`config.mk`:
```
export PLATFORM = sky130hd
export DESIGN_NAME = smc_ctrl
export DESIGN_NICKNAME = d
export VERILOG_FILES = /design/src/rtl/smc_ctrl.sv
export SDC_FILE = /design/constraint.sdc
export NUM_CORES = 1
export LEC_CHECK = 0
export CORE_ASPECT_RATIO = 0.75
export CORE_MARGIN = 5
export CORE_UTILIZATION = 45
export CTS_CLUSTER_DIAMETER = 100
export DETAILED_ROUTE_END_ITERATION = 7
export PLACE_DENSITY = 0.77
export SETUP_SLACK_MARGIN = 0.1
export SKIP_LAST_GASP = 1
export SLEW_MARGIN = 25
export SYNTH_ARGS = -nofsm -noshare
export SYNTH_HDL_FRONTEND = slang
export SYNTH_SLANG_ARGS = --single-unit
```
`constraint.sdc`:
```
create_clock -name clk -period 2.3 [get_ports clk]
set_clock_uncertainty 0.15 [all_clocks]
set_input_delay 0.345 -clock clk [delete_from_list [all_inputs] [get_ports clk]]
set_output_delay 0.345 -clock clk [all_outputs]
set_load 0.01 [all_outputs]
```
`src/rtl/smc_ctrl.sv`:
```
// SMC front-end controller: loads six transistor beats, holds them for the
// SMC datapath for one compute cycle, then presents the result until it is taken.
module smc_ctrl (
  input  logic       clk,
  input  logic       rst,
  input  logic       in_valid,
  output logic       in_ready,
  input  logic [2:0] in_w,
  input  logic [2:0] in_vgs,
  input  logic [2:0] in_vds,
  input  logic [1:0] in_mode,
  output logic [2:0] W_0,
  output logic [2:0] W_1,
  output logic [2:0] W_2,
  output logic [2:0] W_3,
  output logic [2:0] W_4,
  output logic [2:0] W_5,
  output logic [2:0] V_GS_0,
  output logic [2:0] V_GS_1,
  output logic [2:0] V_GS_2,
  output logic [2:0] V_GS_3,
  output logic [2:0] V_GS_4,
  output logic [2:0] V_GS_5,
  output logic [2:0] V_DS_0,
  output logic [2:0] V_DS_1,
  output logic [2:0] V_DS_2,
  output logic [2:0] V_DS_3,
  output logic [2:0] V_DS_4,
  output logic [2:0] V_DS_5,
  output logic [1:0] mode,
  input  logic [7:0] out_n,
  output logic       out_valid,
  input  logic       out_ready,
  output logic [7:0] result,
  output logic [7:0] job_cnt
);

  typedef enum logic [1:0] {IDLE, LOAD, CALC, OUT} state_t;

  state_t      state_reg, state_next;
  logic [2:0]  idx_reg;
  logic [1:0]  mode_reg;
  logic [7:0]  result_reg;
  logic [7:0]  job_cnt_reg;
  logic [17:0] w_flat, vgs_flat, vds_flat;
  logic        accept, done;

  assign accept = in_valid & in_ready;
  assign done   = out_valid & out_ready;

  always_ff @(posedge clk) begin
    if (rst) state_reg <= IDLE;
    else     state_reg <= state_next;
  end

  always_comb begin
    state_next = state_reg;
    case (state_reg)
      IDLE: if (accept) state_next = LOAD;
      LOAD: if (accept && idx_reg == 3'd5) state_next = CALC;
      CALC: state_next = OUT;
      OUT:  if (out_ready) state_next = IDLE;
      default: state_next = IDLE;
    endcase
  end

  always_comb begin
    in_ready  = (state_reg == IDLE) || (state_reg == LOAD);
    out_valid = (state_reg == OUT);
  end

  // idx stays 0 in IDLE, so beat 0 naturally targets slot 0
  always_ff @(posedge clk) begin
    if (rst) begin
      idx_reg     <= 3'd0;
      mode_reg    <= 2'd0;
      result_reg  <= 8'd0;
      job_cnt_reg <= 8'd0;
    end else begin
      if (accept) idx_reg <= (idx_reg == 3'd5) ? 3'd0 : idx_reg + 3'd1;
      if (accept && state_reg == IDLE) mode_reg <= in_mode;
      if (state_reg == CALC) result_reg <= out_n;
      if (done) job_cnt_reg <= job_cnt_reg + 8'd1;
    end
  end

  generate
    for (genvar gi = 0; gi < 6; gi++) begin : g_slot
      logic [2:0] w_reg, vgs_reg, vds_reg;
      always_ff @(posedge clk) begin
        if (rst) begin
          w_reg   <= 3'd0;
          vgs_reg <= 3'd0;
          vds_reg <= 3'd0;
        end else if (accept && idx_reg == 3'(gi)) begin
          w_reg   <= in_w;
          vgs_reg <= in_vgs;
          vds_reg <= in_vds;
        end
      end
      assign w_flat[gi*3 +: 3]   = w_reg;
      assign vgs_flat[gi*3 +: 3] = vgs_reg;
      assign vds_flat[gi*3 +: 3] = vds_reg;
    end
  endgenerate

  assign W_0 = w_flat[2:0];
  assign W_1 = w_flat[5:3];
  assign W_2 = w_flat[8:6];
  assign W_3 = w_flat[11:9];
  assign W_4 = w_flat[14:12];
  assign W_5 = w_flat[17:15];
  assign V_GS_0 = vgs_flat[2:0];
  assign V_GS_1 = vgs_flat[5:3];
  assign V_GS_2 = vgs_flat[8:6];
  assign V_GS_3 = vgs_flat[11:9];
  assign V_GS_4 = vgs_flat[14:12];
  assign V_GS_5 = vgs_flat[17:15];
  assign V_DS_0 = vds_flat[2:0];
  assign V_DS_1 = vds_flat[5:3];
  assign V_DS_2 = vds_flat[8:6];
  assign V_DS_3 = vds_flat[11:9];
  assign V_DS_4 = vds_flat[14:12];
  assign V_DS_5 = vds_flat[17:15];

  assign mode    = mode_reg;
  assign result  = result_reg;
  assign job_cnt = job_cnt_reg;

endmodule

```
# ---- After elaboration in Yosys (flattened, before gate mapping)
# Index checks and enable logic that the tools add are counted.
dict set report word_totals {
  reg_bits 77
  inputBits 23
  out_inout_bits 74
}
dict set report op_classes {
  add_sub_neg 2
  eq_ne 11
  n_mux 5
  bitwise_logic 2
  n_reduce_logical 11
}
# operator count
set ops {}
lappend ops {{$add 8x1->8 const B} 1}
lappend ops {{$pmux 2 s4} 1}
lappend ops {{$logic_and 1x1->1} 7}
lappend ops {{$eq 3x2->1 const B} 2}
lappend ops {{$eq 3x3->1 const B} 2}
lappend ops {{$mux 2} 3}
lappend ops {{$eq 2x2->1 const B} 2}
lappend ops {{$ne 2x1->1 const B} 2}
lappend ops {{$add 3x1->3 const B} 1}
lappend ops {{$eq 3x1->1 const B} 1}
lappend ops {{$logic_not 3->1} 1}
lappend ops {{$mux 3} 1}
lappend ops {{$reduce_and 3->1} 1}
lappend ops {{$and 1x1->1} 2}
lappend ops {{$eq 2x1->1 const B} 1}
lappend ops {{$logic_not 2->1} 1}
lappend ops {{$ne 2x2->1 const B} 1}
lappend ops {{$logic_or 1x1->1} 1}

# ---- Depth between registers and ports, before layout
# Gate-level depths: netlist of run 1.
dict set report logic_depth {
  depth_word 6
  mapped_depth 8
  ltp_nobuf 6
}

# ---- Worst setup path before layout of run 1
# No wires, ideal clock.
dict set report synth_timing {
  path_type {register to register}
  from {register idx_reg[0]}
  to {register g_slot[3].vds_reg[2] (netlist: V_DS_3[2])}
  setup_ps 132
  t_arrival_ps 1500
  required_ps 2018
  path_slack_ps 518
  stages_incl_launch_ff 8
  synth_period_minus_slack_ps 1782
  path_cell_list {dfxtp_1 -> buf_4 -> and2_1 -> ha_1 -> clkbuf_1 -> o211ai_1 -> nand2_1 -> a21oi_1}
}
dict set report synth_between {
  elab_chain_len 2
}
# item line_no
set synth_lines {}
lappend synth_lines {{start, declared} 41} ;# logic [2:0] idx_reg;
lappend synth_lines {{start signal, assigned} 80} ;# if (accept) idx_reg <= (idx_reg == 3'd5) ? 3'd0 : idx_reg + 3'd1;
lappend synth_lines {{$eq 3x2->1} 95} ;# end else if (accept && idx_reg == 3'(gi)) begin
lappend synth_lines {{$logic_and 1x1->1} 95}
lappend synth_lines {{end signal, assigned} 98} ;# vds_reg <= in_vds;
lappend synth_lines {{end, declared} 89} ;# logic [2:0] w_reg, vgs_reg, vds_reg;
# Every way passes these cells.
# A chain may end at the register's enable or synchronous reset.

# ---- Worst setup path in the final report of run 1
dict set report layout_timing {
  from {register state_reg[0]}
  to {output port out_valid}
}
dict set report layout_between {
  elab_chain_len 1
}
# item line_no
set layout_lines {}
lappend layout_lines {{start, declared} 40} ;# state_t state_reg, state_next;
lappend layout_lines {{start signal, assigned} 53} ;# else state_reg <= state_next;
lappend layout_lines {{$eq 2x2->1} 69} ;# out_valid = (state_reg == OUT);
lappend layout_lines {{end, declared} 32} ;# output logic out_valid,
# Every way passes these cells.

==> impl_results.md, run 1 <==
* Outcome: finished clean
* Startpoint types: flip-flop
* Max clock buf depth at 2
* Drt pass-1 iters at 5
* CP Class: flip-flop to output port
* Main synth FF type: dfxtp_1
* Crit. End Element: output port
* Maxcap violations at 0
* Peak supply drop at 0.000570 V
* Gate power share at 0.347
* Post-Synthesis Net Count at 404
* PortBufs at 96
* Largest net degree at the start of global routing at 32
* Die Footprint at 9110 µm²
* Final slew viol count at 0
* Simple-gate area share of the yosys netlist at 0.196
* Flop pwr share at 0.399
* Routed vias/inst at roughly 5.6
* Initial antenna violation count at 0
* Synth Area in Compound Gates at 0.211
* Post-synth EDFFs at 0
* Critical-path maximum fanout at 7
* Mux share of post-synthesis cell area at 0.0275
* RePlAce Congestion at 0.792
* Clock transition at path regs at 80 ps
* Crit-path cells: ha_1 > clkdlybuf4s50_1
* I/O pin count at 97
* Post-synthesis sequential area ratio at 0.470
* Initial Util at 0.453
* CTS tree: done
* XOR/XNOR Fraction of Synth Area at 0.00534
* Antenna viol nets, final at 0
* Final nets at 485
* Die height at 83.9 µm
* Syn Std Cell Area at 3280 µm²
* H-tree depth at 3
* Total number of vias at 3162
* Hold-fix buffers, CTS at 0
* Share of cells above drive strength 1 at 0.0868
* Syn avg cell area at 8.74 µm²
* Tot Pwr at roughly 3.9 mW
* Clock network power share at 0.254
* GR Util All Layers at 0.210
* Critical Path RT at 1800 ps
* Clk sink count at 77
* Fmax at 465 MHz
* Clk_lat worst skew at 350 ps
* Ant. Diodes at 0
* Avg WL per Cell at 17.0 µm
* Fin area at 4510 µm²
* Sw power at ~1.4 mW
* RSZ-0062 raised after global routing: no
* Largest family of logic cells by synthesized area: compound AO/OA/AOI/OAI gates
* Total Routed Length at 9530 µm
* Core Region at a little over 7000 µm²
* Worst Tran Pin Value at 748 ps
* DRC viols at 0
* Adder-Cell Fraction of Synth Area at 0.0229
* Grt ovf at 0
* Filler cell count at 639
* TNS Setup at 0 ps
* Worst path max stage delay at 610 ps
* Power Internal at 2.52 mW
* CTS Buf Count at 9
* Power per standard cell area at 868 nW/µm²
* DP HPWL at 6440 µm
* #FFs+latches synth at 77
* Ys async rst share at 0
* Distinct cells, synth at 41
* Vias in the first global route at between 3000 and 4000
* Final period utilization at 0.934
* Root buf cell: clkbuf_8
* Layout area overhead at 37.5%
* Slew HR at 0.499
* LEAKAGE at 1.51 nW
* First-pass GRT wire length at around 15000 µm
* Final Hold Fails at 0
* Slowest stage cell, crit path: clkdlybuf4s50_1
* Final setup viols at 0
* Placed inst area at 4280 µm²
* Yosys warning count at 0
* Die width at between 100 and 150 µm
* First DRT Iteration DRCs at 283
* FP Rows at 27
* WP data arrival at around 1700 ps
* Post-layout min period at between 2000 and 2500 ps
* Type of the most critical hold path: flip-flop to flip-flop
* Switching portion of total power at 0.357
* Hold Slack at between 300 and 400 ps
* Synth Instances at around 380
-- cell families after synthesis --
logic type      after synthesis
mux                           9
xor+xnor                      2
compound gates              123
buf+inv                      45
simple gates                113
fa+ha+maj                     6
flops                        77
-- area by class of cell --
cell class                      instances  area (µm²)  share of cell area
Sequential cell                        77        1540               0.343
Clock inverter                          6        63.8              0.0142
Tap cell                              101         126              0.0280
Timing Repair Buffer                  106        1070               0.237
Inverter                                9        33.8             0.00750
Multi-Input combinational cell        253        1540               0.342
Clock buffer                           10         128              0.0283
-- through the flow --
stage | worst slack [ps] | instances | util
floorplan | 518 | 375 | -
global placement | 202 | 545 | 0.592
detailed placement | 132 | 545 | 0.592
CTS | 104 | 562 | 0.623
global route | 111 | 562 | 0.623
finish | 151 | 562 | 0.623
-- what timing repair did --
action | 4_1_cts | 5_1_grt
endpoints found under the hold margin | 0 | 0
pin swaps | 1 | 0
buffers inserted | 1 | 0
endpoints found under the setup margin | 1 | 1
resized for setup | 6 | 1
-- power groups by stage --
| stage | sequential [mW] | clock (mW) | combinational, mW |
|---|---|---|---|
| 6_report | 1.56 | 0.994 | 1.36 |
| 5_1_grt | 1.58 | 1.07 | 1.47 |
| 4_1_cts | 1.56 | 1.02 | 1.34 |
| 3_5_place_dp | 1.58 | 0 | 1.28 |
| 3_3_place_gp | 1.58 | 0 | 1.24 |
| 2_1_floorplan | 1.60 | 0 | 0.791 |
-- routing by layer --
| layer | up-vias | wire length [µm] | GRT usage |
|---|---|---|---|
| li1 | 1525 | - | - |
| met1 | 1469 | 4090 | 0.266 |
| met2 | 152 | 4240 | 0.322 |
| met3 | 16 | 1040 | 0.0835 |
| met4 | 0 | 166 | 0.0734 |
| met5 | - | 0 | 0 |
-- worst max-delay path, delay by kind of cell (launching register included) --
kind	cells	cell delay, ps
buf+inv	1	610
flops	1	380
fa+ha+maj	1	320
-- Yosys cell counts (4+ instances only) --
library cell  count  area [µm²]
a21oi_1          65         325
buf_2            16        80.1
buf_4             4        30.0
clkbuf_1         12        45.0
dfxtp_1          77        1540
ha_1              6        75.1
inv_1             8        30.0
mux2i_1           9        90.1
nand2_1          19        71.3
nand2b_1          4        25.0
nand3_1          41         205
nand4_1          20         125
nor2_1           11        41.3
o21ai_0          19        95.1
o21ai_1          13        65.1
o31ai_1          20         150
-- layout by cell type (no fill, tap or decap), types with 11 or more instances in the layout --
master and n:
clkdlybuf4s50_1 95, nand2_1 19, dfxtp_1 75, nand3_1 41, o31ai_1 20, nand4_1 20, o21ai_0 19, o21ai_1 13
nor2_1 11, a21oi_1 65
-- final timing paths --
kind / from / slack, ps / end / cells past startpoint
worst min-delay path: mode[1]$_SDFFE_PP0P_ / 310 / mode[1]$_SDFFE_PP0P_ / 2
worst max register to register: state_reg[0]$_SDFFE_PP0P_ / 320 / V_DS_3[2]$_SDFFE_PP0P_ / 6
worst min register to register: mode[1]$_SDFFE_PP0P_ / 310 / mode[1]$_SDFFE_PP0P_ / 2
worst max-delay path: state_reg[0]$_SDFFE_PP0P_ / 150 / out_valid / 2
(Power assumes the default switching activity.)
==> run 2: changes to the inputs <==
- CAP_MARGIN: default -> 20
==> results of run 2 <==
No change in the layout: final DEF, timing and power equal those of run 1.
==> run 3: changes to the inputs <==
- HOLD_SLACK_MARGIN: default -> 0.06
==> results of run 3 <==
No change in the layout: final DEF, timing and power equal those of run 1.
